### config.mk
export PLATFORM = sky130hd
export DESIGN_NAME = imem_fetch_sequencer
export DESIGN_NICKNAME = d
export VERILOG_FILES = /design/src/rtl/imem_fetch_sequencer.sv
export SDC_FILE = /design/constraint.sdc
export NUM_CORES = 1
export LEC_CHECK = 0
export ABC_AREA = 1
export CAP_MARGIN = 20
export CORE_MARGIN = 5
export CORE_UTILIZATION = 50
export DETAILED_ROUTE_END_ITERATION = 6
export GPL_TIMING_DRIVEN = 0
export PLACE_DENSITY = 0.7
export SLEW_MARGIN = 30
export SYNTH_ARGS = -nofsm -noshare
export SYNTH_HDL_FRONTEND = slang
export SYNTH_SLANG_ARGS = --single-unit
export TNS_END_PERCENT = 30
### constraint.sdc
create_clock -name clk -period 16.6 [get_ports clk]
set_input_delay 3.32 -clock clk [delete_from_list [all_inputs] [get_ports clk]]
set_output_delay 3.32 -clock clk [all_outputs]
set_load 0.03 [all_outputs]
### src/rtl/imem_fetch_sequencer.sv
// Byte-serial big-endian instruction fetch into a prefetch FIFO; first word valid 6 cycles after reset/redirect, one word per 4 cycles.
// Word fetch starts only with a FIFO slot reserved, so decode backpressure stalls fetch in WAIT; FETCH_PERF_EN adds perf counters.
module imem_fetch_sequencer #(
   parameter int          MEMORY_SIZE = 16,
   parameter int          FIFO_DEPTH  = 4,
   parameter logic [31:0] RESET_PC    = 32'd0
) (
   input  logic        clk,
   input  logic        rst,
   output logic        mem_rd_en,
   output logic [31:0] mem_addr,
   input  logic [7:0]  mem_rdata,
   input  logic        redirect_valid,
   input  logic [31:0] redirect_pc,
   output logic        inst_valid,
   input  logic        inst_ready,
   output logic [31:0] inst_data,
   output logic [31:0] inst_pc,
   output logic        inst_fault
`ifdef FETCH_PERF_EN
   ,
   output logic [31:0] perf_words,
   output logic [31:0] perf_stall
`endif
);

   localparam int          PW      = $clog2(FIFO_DEPTH);
   localparam int          CW      = PW + 1;
   localparam logic [31:0] LAST_PC = 32'(MEMORY_SIZE - 4);

   typedef enum logic [1:0] {ISSUE, WAIT, HALT} state_t;

   state_t        state;
   logic [1:0]    cnt;
   logic [31:0]   fetch_pc;
   logic [31:0]   word_pc;
   logic          busy;
   logic          ret_vld;
   logic [1:0]    ret_idx;
   logic [23:0]   asm_q;

   logic [31:0]   fifo_data  [FIFO_DEPTH];
   logic [31:0]   fifo_pc    [FIFO_DEPTH];
   logic          fifo_fault [FIFO_DEPTH];
   logic [PW-1:0] wr_ptr;
   logic [PW-1:0] rd_ptr;
   logic [CW-1:0] count;

   logic          space;
   logic          oob;
   logic          word_start;
   logic          rd_go;
   logic          fault_go;
   logic          ret_push;
   logic          push;
   logic          pop;
   logic [31:0]   push_data;
   logic [31:0]   push_pc;
   logic          push_fault;
   logic [CW-1:0] kept;
   logic [CW-1:0] nxt_count;
   logic [PW-1:0] nxt_rd;
   logic          head_from_push;

   // busy reserves a FIFO slot for the word being fetched until its last byte is pushed
   assign space      = (count + CW'(busy)) < CW'(FIFO_DEPTH);
   assign oob        = fetch_pc > LAST_PC;
   assign word_start = (state == ISSUE) && (cnt == 2'd0);
   assign rd_go      = !rst && (state == ISSUE) && ((cnt != 2'd0) || (space && !oob));
   // a fault entry waits for the previous word's push so only one push happens per cycle
   assign fault_go   = word_start && space && oob && !busy;
   assign ret_push   = ret_vld && (ret_idx == 2'd3);
   assign push       = ret_push || fault_go;
   assign push_data  = fault_go ? 32'd0 : {asm_q, mem_rdata};
   assign push_pc    = fault_go ? fetch_pc : word_pc;
   assign push_fault = fault_go;
   assign pop        = inst_valid && inst_ready;

   assign mem_rd_en  = rd_go;
   assign mem_addr   = rd_go ? (fetch_pc + {30'd0, cnt}) : 32'd0;

   assign kept           = count - CW'(pop);
   assign nxt_count      = kept + CW'(push);
   assign nxt_rd         = rd_ptr + PW'(pop);
   assign head_from_push = push && (kept == '0);

   always_ff @(posedge clk) begin
      if (rst) begin
         state    <= ISSUE;
         cnt      <= 2'd0;
         fetch_pc <= RESET_PC;
         word_pc  <= 32'd0;
         busy     <= 1'b0;
         ret_vld  <= 1'b0;
         ret_idx  <= 2'd0;
         asm_q    <= 24'd0;
      end else if (redirect_valid) begin
         state    <= ISSUE;
         cnt      <= 2'd0;
         fetch_pc <= redirect_pc & ~32'd3;
         busy     <= 1'b0;
         ret_vld  <= 1'b0;
      end else begin
         ret_vld <= rd_go;
         ret_idx <= cnt;
         if (ret_vld) begin
            asm_q <= {asm_q[15:0], mem_rdata};
         end
         if (word_start && rd_go) begin
            busy <= 1'b1;
         end else if (ret_push) begin
            busy <= 1'b0;
         end
         case (state)
            ISSUE: begin
               if (cnt != 2'd0) begin
                  cnt <= cnt + 2'd1;
                  if (cnt == 2'd3) begin
                     fetch_pc <= fetch_pc + 32'd4;
                  end
               end else if (!space) begin
                  state <= WAIT;
               end else if (oob) begin
                  if (!busy) begin
                     state <= HALT;
                  end
               end else begin
                  cnt     <= 2'd1;
                  word_pc <= fetch_pc;
               end
            end
            WAIT: begin
               if (space) begin
                  state <= ISSUE;
               end
            end
            default: ;
         endcase
      end
   end

   always_ff @(posedge clk) begin
      if (push) begin
         fifo_data[wr_ptr]  <= push_data;
         fifo_pc[wr_ptr]    <= push_pc;
         fifo_fault[wr_ptr] <= push_fault;
      end
   end

   // head is a register copy so it holds its last value once the FIFO drains
   always_ff @(posedge clk) begin
      if (rst) begin
         wr_ptr     <= '0;
         rd_ptr     <= '0;
         count      <= '0;
         inst_valid <= 1'b0;
         inst_data  <= 32'd0;
         inst_pc    <= 32'd0;
         inst_fault <= 1'b0;
      end else if (redirect_valid) begin
         wr_ptr     <= '0;
         rd_ptr     <= '0;
         count      <= '0;
         inst_valid <= 1'b0;
      end else begin
         if (push) begin
            wr_ptr <= wr_ptr + PW'(1);
         end
         rd_ptr     <= nxt_rd;
         count      <= nxt_count;
         inst_valid <= (nxt_count != '0);
         if (head_from_push) begin
            inst_data  <= push_data;
            inst_pc    <= push_pc;
            inst_fault <= push_fault;
         end else if (nxt_count != '0) begin
            inst_data  <= fifo_data[nxt_rd];
            inst_pc    <= fifo_pc[nxt_rd];
            inst_fault <= fifo_fault[nxt_rd];
         end
      end
   end

`ifdef FETCH_PERF_EN
   always_ff @(posedge clk) begin
      if (rst) begin
         perf_words <= 32'd0;
         perf_stall <= 32'd0;
      end else begin
         if (push && !redirect_valid) begin
            perf_words <= perf_words + 32'd1;
         end
         if (state == WAIT) begin
            perf_stall <= perf_stall + 32'd1;
         end
      end
   end
`endif

endmodule

Yosys cells after proc, flatten, opt, wreduce, memory -nomap -nowiden --
Memories as Yosys holds them, arrays and structs flattened. Cells that the tools add are included.
Word-level totals: output and inout port bits 99, input port bits 44, word-level logic and storage cells 102, memory bits (writable) 260, register bits after elaboration 169, memories 3
Cells by class: muxes and demuxes 26, bitwise operators 3, magnitude comparators 2, reduce and logical (&&, ||, !) cells 36, $add $sub $neg 8, equality and inequality tests 8
Memory list:
- fifo_data | words 4, bits a word 32, read ports 1, clocked after Yosys merged registers in 0, wr ports 1, line 42 | logic [31:0] fifo_data [FIFO_DEPTH];
- fifo_pc | words 4, bits a word 32, read ports 1, clocked after Yosys merged registers in 0, wr ports 1, line 43 | logic [31:0] fifo_pc [FIFO_DEPTH];
- fifo_fault | words 4, bits a word 1, read ports 1, clocked after Yosys merged registers in 0, wr ports 1, line 44 | logic fifo_fault [FIFO_DEPTH];
Operator list (count):
- $mux W32 | 11
- $add A32 B2 Y32 | 1
- $add A32 B3 Y32 const B | 1
- $gt A32 B4 Y1 const B | 1
- $mux W2 | 8
- $reduce_bool A2 Y1 | 8
- $logic_and A1 B1 Y1 | 11
- $reduce_and A5 Y1 | 2
- $reduce_and A3 Y1 | 3
- $add A3 B1 Y3 | 2
- $mux W1 | 6
- $ne A3 B3 Y1 const B | 2
- $add A2 B1 Y2 const B | 2
- $eq A2 B2 Y1 const B | 2
- $logic_not A2 Y1 | 2
- $ne A2 B2 Y1 const B | 2
- $pmux W2 S2 | 1
- $reduce_and A2 Y1 | 2
- $logic_not A1 Y1 | 3
- $logic_not A3 Y1 | 1
- $lt A3 B3 Y1 const B | 1
- $not A1 Y1 | 3
- $reduce_bool A3 Y1 | 1
- $sub A3 B1 Y3 | 1
- other kinds (5) | 6

Longest topological paths before layout --
depth after elaboration 10, gate-level depth with buffers 17, gate-level depth less buffers 15

Worst setup path after synthesis --
OpenSTA, ideal clock, no wires.
path kind input-to-output, start point input rst, end point output mem_addr[22], cell stages on the path 5, required time 13.280 ns, path buffers 2, path slack 8.937 ns, arrival time 4.343 ns, path through clkbuf_1 -> inv_2 -> nand2_1 -> clkbuf_1 -> nor2_1
On the way: longest elaborated chain between the ends 4
Ends and longest elaborated chain:
- start: declaration | line 9 | input logic rst,
- $logic_not A1 Y1 | line 69 | assign rd_go = !rst && (state == ISSUE) && ((cnt != 2'd0) || (space && !oob));
- $logic_and A1 B1 Y1 (2 in a row) | line 69
- $mux W32 | line 80 | assign mem_addr = rd_go ? (fetch_pc + {30'd0, cnt}) : 32'd0;
- end: declaration | line 11 | output logic [31:0] mem_addr,
Every way passes these cells.

Final worst setup path --
start point input rst, end point output mem_addr[4]
The elaborated chain is that of the path after synthesis.

==> summary.txt <==
Run status
  • Status: complete, no violations

Route
  • DRT Pass-1 Iters: 5
  • Via count: 15,000
  • DRT Wirelength: 51,400 microns
  • ANT nets after route: 0
  • Initial drt markers: 1,553
  • DR WL/cell: 18.1 microns
  • WL met1: 22,000 microns
  • Met2 WL: 23,400 microns
  • Drt drc: 0
  • WL met3: 4510 microns
  • Via density: 5.28
  • Top sig layer: met4

Floorplanning
  • Cell Rows: 70
  • Die Height: 202 microns
  • Starting Density: 50.6%
  • Die W: 202 microns
  • Die area: 40,900 sq um
  • CORE AREA: 36,500 sq um
  • I/O pin count: 143

Finish
  • Share of cells above drive strength 1: 5.71%
  • Leading cell type in the layout, fill and taps excluded: nand2_1
  • Layout area overhead: 20.9%
  • Antenna Cells: 0
  • Util after Layout: 61.2%
  • Most frequent cells in the layout: nand2_1, nor2_1, edfxtp_1
  • Nets: 2,387
  • Filler instances: 3,088

Setup path
  • Max incr delay on CP: 0.63 ns
  • Critical Path AT: 5.76 ns
  • Worst path cell trace: clkbuf_1 -> inv_2 -> nand2_1 -> clkbuf_1 -> nor2_1 -> clkdlybuf4s50_1
  • Startpoint types: primary input
  • Critical path peak fanout: 10
  • CP most frequent cell: clkbuf_1
  • CP required: 13.28 ns
  • Crit-path slowest cell: clkdlybuf4s50_1
  • Critical path type: in2out
  • CP Capture Type: primary output

Run
  • Max-cap viol count: 0

STA
  • Fin crit period: 9.08 ns
  • Worst slew margin: 40.2%
  • Final setup TNS: 0 ns
  • Period utilization: 54.7%
  • Setup violators final: 0
  • Worst setup margin: 7.52 ns
  • Hold Fails Final Rpt: 0
  • Final Skew: 0.0289 ns
  • Max-slew violation count: 0
  • Fmax: 110 MHz
  • RSZ-0062 raised after global routing: no
  • Hold slack final: 0.436 ns
  • Worst slew pin tran: 0.893 ns

Clock tree
  • Postcts setup bufs: 0
  • CTS tree: built
  • Maximum clock path buffer count: 3
  • CTS buffer count: 44
  • CTS root buffer: clkbuf_16
  • Hold_buf cts: 0
  • Clock Pin Slew Worst Setup and Hold Paths: 0.06 ns
  • Num Clock Sinks: 415
  • Post-CTS Resized: 0
  • Worst-Skew Late Latency: 0.55 ns
  • H-tree levels: 2

Hold path
  • Worst Hold Class: reg2reg

Logic synthesis
  • Mapped Area: 18,500 sq um
  • Synth Flop Type: edfxtp_1
  • Post-synthesis sequential area ratio: 58.6%
  • Ys Warns: 0
  • Number of synthesized flops with an enable pin: 252
  • Gate Count Post-Synth: 2,132
  • Distinct cells, synth: 39
  • #FFs+latches synth: 415
  • Post-synth ARST share: 0%
  • Mean area per synthesized cell: 8.67 sq um

Placed design
  • I/O Buffers: 136
  • HPWL Detailed: 36,700 microns
  • Placer congestion estimate: 0.923
  • Worst slack at placement: 7.59 ns

Global route
  • First-pass GRT wire length: 80,500 microns
  • GR Util All Layers: 24.8%
  • Overflow after GRT: 0
  • Vias in the first global route: 14,600
  • Pin count of the biggest net entering global routing: 18
  • Initial antenna violation count: 0

Power and ir drop
  • Pleak: 9.16 nW
  • Total power: 2.84 mW
  • PD cells: 127 nW/um^2
  • Worst ir drop on vdd: 0.0669 mV
-- worst max-delay path, delay by kind of cell --
kind                   cells  cell delay [ns]
buffers and inverters      4             1.96
AND/OR/NAND/NOR            2             0.46
-- final timing paths --
| path | from | slack, ns | cells past startpoint | end |
|---|---|---|---|---|
| setup / recovery | rst | 7.52 | 6 | mem_addr[4] |
| hold / removal | word_pc[20]$_SDFFE_PP0P_ | 0.44 | 2 | word_pc[20]$_SDFFE_PP0P_ |
| setup reg to reg | fetch_pc[19]$_SDFFE_PP0P_ | 13.07 | 17 | inst_pc[24]$_SDFFE_PP0P_ |
| hold reg to reg | word_pc[20]$_SDFFE_PP0P_ | 0.44 | 2 | word_pc[20]$_SDFFE_PP0P_ |
-- routing by layer --
metal / up-vias / track usage (%)
met5: - / 0
met4: 0 / 7.69
met3: 97 / 4.59
met2: 647 / 39.1
met1: 6924 / 35.0
li1: 7296 / -
-- cell usage after synthesis, types with 8 or more instances --
master / n / area, sq um
a31oi_1: 9 / 56.3
inv_1: 174 / 653
edfxtp_1: 252 / 7570
nand3_1: 63 / 315
o21ai_1: 20 / 100
nor2_1: 276 / 1040
xor2_1: 14 / 123
a22oi_1: 9 / 67.6
nand4_1: 40 / 250
buf_2: 26 / 130
mux2i_1: 62 / 621
clkbuf_1: 84 / 315
dfxtp_1: 163 / 3260
nor3_1: 14 / 70.1
ha_1: 12 / 150
buf_1: 8 / 30.0
nand2_1: 732 / 2750
o21ai_0: 86 / 430
a21oi_1: 51 / 255
-- sequential cells by signal (all words and copies together), names as in the netlist, 3 cells and up --
register and flops:
fifo_data 128, fifo_pc 120, inst_data 32, fetch_pc 30, inst_pc 30, word_pc 30
asm_q 24, fifo_fault 4, count 3
-- final cells by class --
type	instances	area, sq um	share of cell area (%)
buffer	125	547	2.45
clock buffer	66	1340	5.99
clock inverter	15	155	0.694
inverter	177	664	2.97
multi-input combinational	1416	6500	29.1
sequential	415	10800	48.5
tap	468	586	2.62
timing repair buffer	152	1730	7.73
-- through the flow --
stage / area [sq um] / cells
floorplan: 18500 / 2133
global placement: 20400 / 2737
detailed placement: 20900 / 2753
CTS: 22300 / 2834
global route: 22300 / 2834
finish: 22300 / 2834
-- kinds of logic after synthesis --
logic type | Yosys count | synth area share [%]
adders and majority gates | 12 | 0.812
other | 1 | 0.0203
AOI/OAI and AO/OA | 188 | 5.48
xor gates and xnor gates | 15 | 0.711
buffers and inverters | 302 | 6.55
muxes | 63 | 3.42
DFF | 415 | 58.6
and+or+nand+nor | 1136 | 24.4
-- where the power goes --
| part | total, mW | internal [mW] | switching [mW] |
|---|---|---|---|
| clock | 0.998 | 0.603 | 0.395 |
| combinational | 0.620 | 0.210 | 0.410 |
| sequential | 1.22 | 1.19 | 0.0364 |
Note: power is estimated with default switching activity, not from simulation.
==> RTL edit, RTL diff (same flow settings) <==
Put one more register stage on the output `inst_fault`, without a reset. The value now appears one clock later. The other outputs are not delayed to match.
--- a/src/rtl/imem_fetch_sequencer.sv
+++ b/src/rtl/imem_fetch_sequencer.sv
@@ -30,6 +30,8 @@
 
    typedef enum logic [1:0] {ISSUE, WAIT, HALT} state_t;
 
+   logic inst_fault_s0;
+
    state_t        state;
    logic [1:0]    cnt;
    logic [31:0]   fetch_pc;
@@ -156,7 +158,7 @@
          inst_valid <= 1'b0;
          inst_data  <= 32'd0;
          inst_pc    <= 32'd0;
-         inst_fault <= 1'b0;
+         inst_fault_s0 <= 1'b0;
       end else if (redirect_valid) begin
          wr_ptr     <= '0;
          rd_ptr     <= '0;
@@ -172,11 +174,11 @@
          if (head_from_push) begin
             inst_data  <= push_data;
             inst_pc    <= push_pc;
-            inst_fault <= push_fault;
+            inst_fault_s0 <= push_fault;
          end else if (nxt_count != '0) begin
             inst_data  <= fifo_data[nxt_rd];
             inst_pc    <= fifo_pc[nxt_rd];
-            inst_fault <= fifo_fault[nxt_rd];
+            inst_fault_s0 <= fifo_fault[nxt_rd];
          end
       end
    end
@@ -197,5 +199,9 @@
    end
 `endif
 
+   always_ff @(posedge clk) begin
+      inst_fault <= inst_fault_s0;
+   end
+
 endmodule
 
Function: changed (Yosys sat finds a counterexample within 4 cycles, from zero or initial values and one cycle with rst high).
==> RTL edit against the unedited design <==
Sequential cell count rose by 1. Sequential share of layout area rose by 0.43 points. Design area fell by 0.70%. Combinational power fell by 0.6%. Synthesized area rose by 0.11%. Highest routed layer unchanged. Synthesized cell count barely moved. Clock power fell by 7.2%. Cell count rose by 0.11%. Routed wire length fell by 1.6%. Power fell by 2.5%. Core utilization fell by 0.57 points. First-iteration DRC count fell by 16%. Setup slack improved by 0.098 ns.
==> RTL edit: results <==
set metrics [dict create \
    vias_per_cell 5.23 \
    pre_cts_ws_ns 7.64 \
    synthAdderAreaFrac 0.00812 \
    wl_um 50600 \
    r2r_cells 15 \
    synth_xor_xnor_area_share 0.00710 \
    p_seq_frac 0.443 \
    tightest_slew_ns 0.902 \
    p_int_mw 1.94 \
    ir_drop_uv 70.0 \
    drtIter0Drc 1311 \
    grtUsageTotal 0.242 \
    grt_pass1_wl_um 79100 \
    p_leak_nw 9.09 \
    wl_per_cell_um 17.8 \
    wl_met2_um 23100 \
    grt_use_met1 0.342 \
    first_pass_iters 6 \
    wl_met1_um 22200 \
    globalplace.congestion 0.945 \
    wl_met3_um 4040 \
    grt_use_met3 0.0395 \
    synth_compound_area_frac 0.0547 \
    worstHoldPathCells 0 \
    worstPathArrival_ns 5.66 \
    swShare 0.300 \
    outcome "completed" \
    synth.area.mux_share 0.0342 \
    placed_cells 2755 \
    ys_top_cells_by_area "edfxtp_1, dfxtp_1, nand2_1" \
    first_global_vias 14523 \
    dpl.hpwl_um 36400 \
    layout-drive-gt1-share 0.0528 \
    place_area_um2 20800 \
    ys_seq_area_frac 0.587 \
    fillers 3143 \
]
[RTL edit: changes by cell type in the layout (fill, tap and decap cells not counted), sizes merged]
cell / unedited run / this run
bufinv: 3 / 1
dfxtp: 163 / 164
clkinv: 11 / 14
buf: 57 / 58
[RTL edit: final cells by class]
| type | count | area (µm²) | share of cell area |
|---|---|---|---|
| clock inverters | 16 | 106 | 0.00479 |
| inverters | 177 | 664 | 0.0299 |
| multi-input cells | 1416 | 6490 | 0.293 |
| plain buffers | 125 | 547 | 0.0246 |
| flip-flops and latches | 416 | 10900 | 0.489 |
| repair buffers | 153 | 1690 | 0.0761 |
| well taps | 468 | 586 | 0.0264 |
| clock buffers | 66 | 1250 | 0.0566 |
[RTL edit: worst paths after layout]
| check | start | end | slack (ns) |
|---|---|---|---|
| worst max-delay path | rst | mem_addr[3] | 7.62 |
| worst min-delay path | inst_fault_s0 | inst_fault | 0.36 |
| worst max register to register | cnt[0] | inst_pc[25] | 13.14 |
| worst min register to register | inst_fault_s0 | inst_fault | 0.36 |
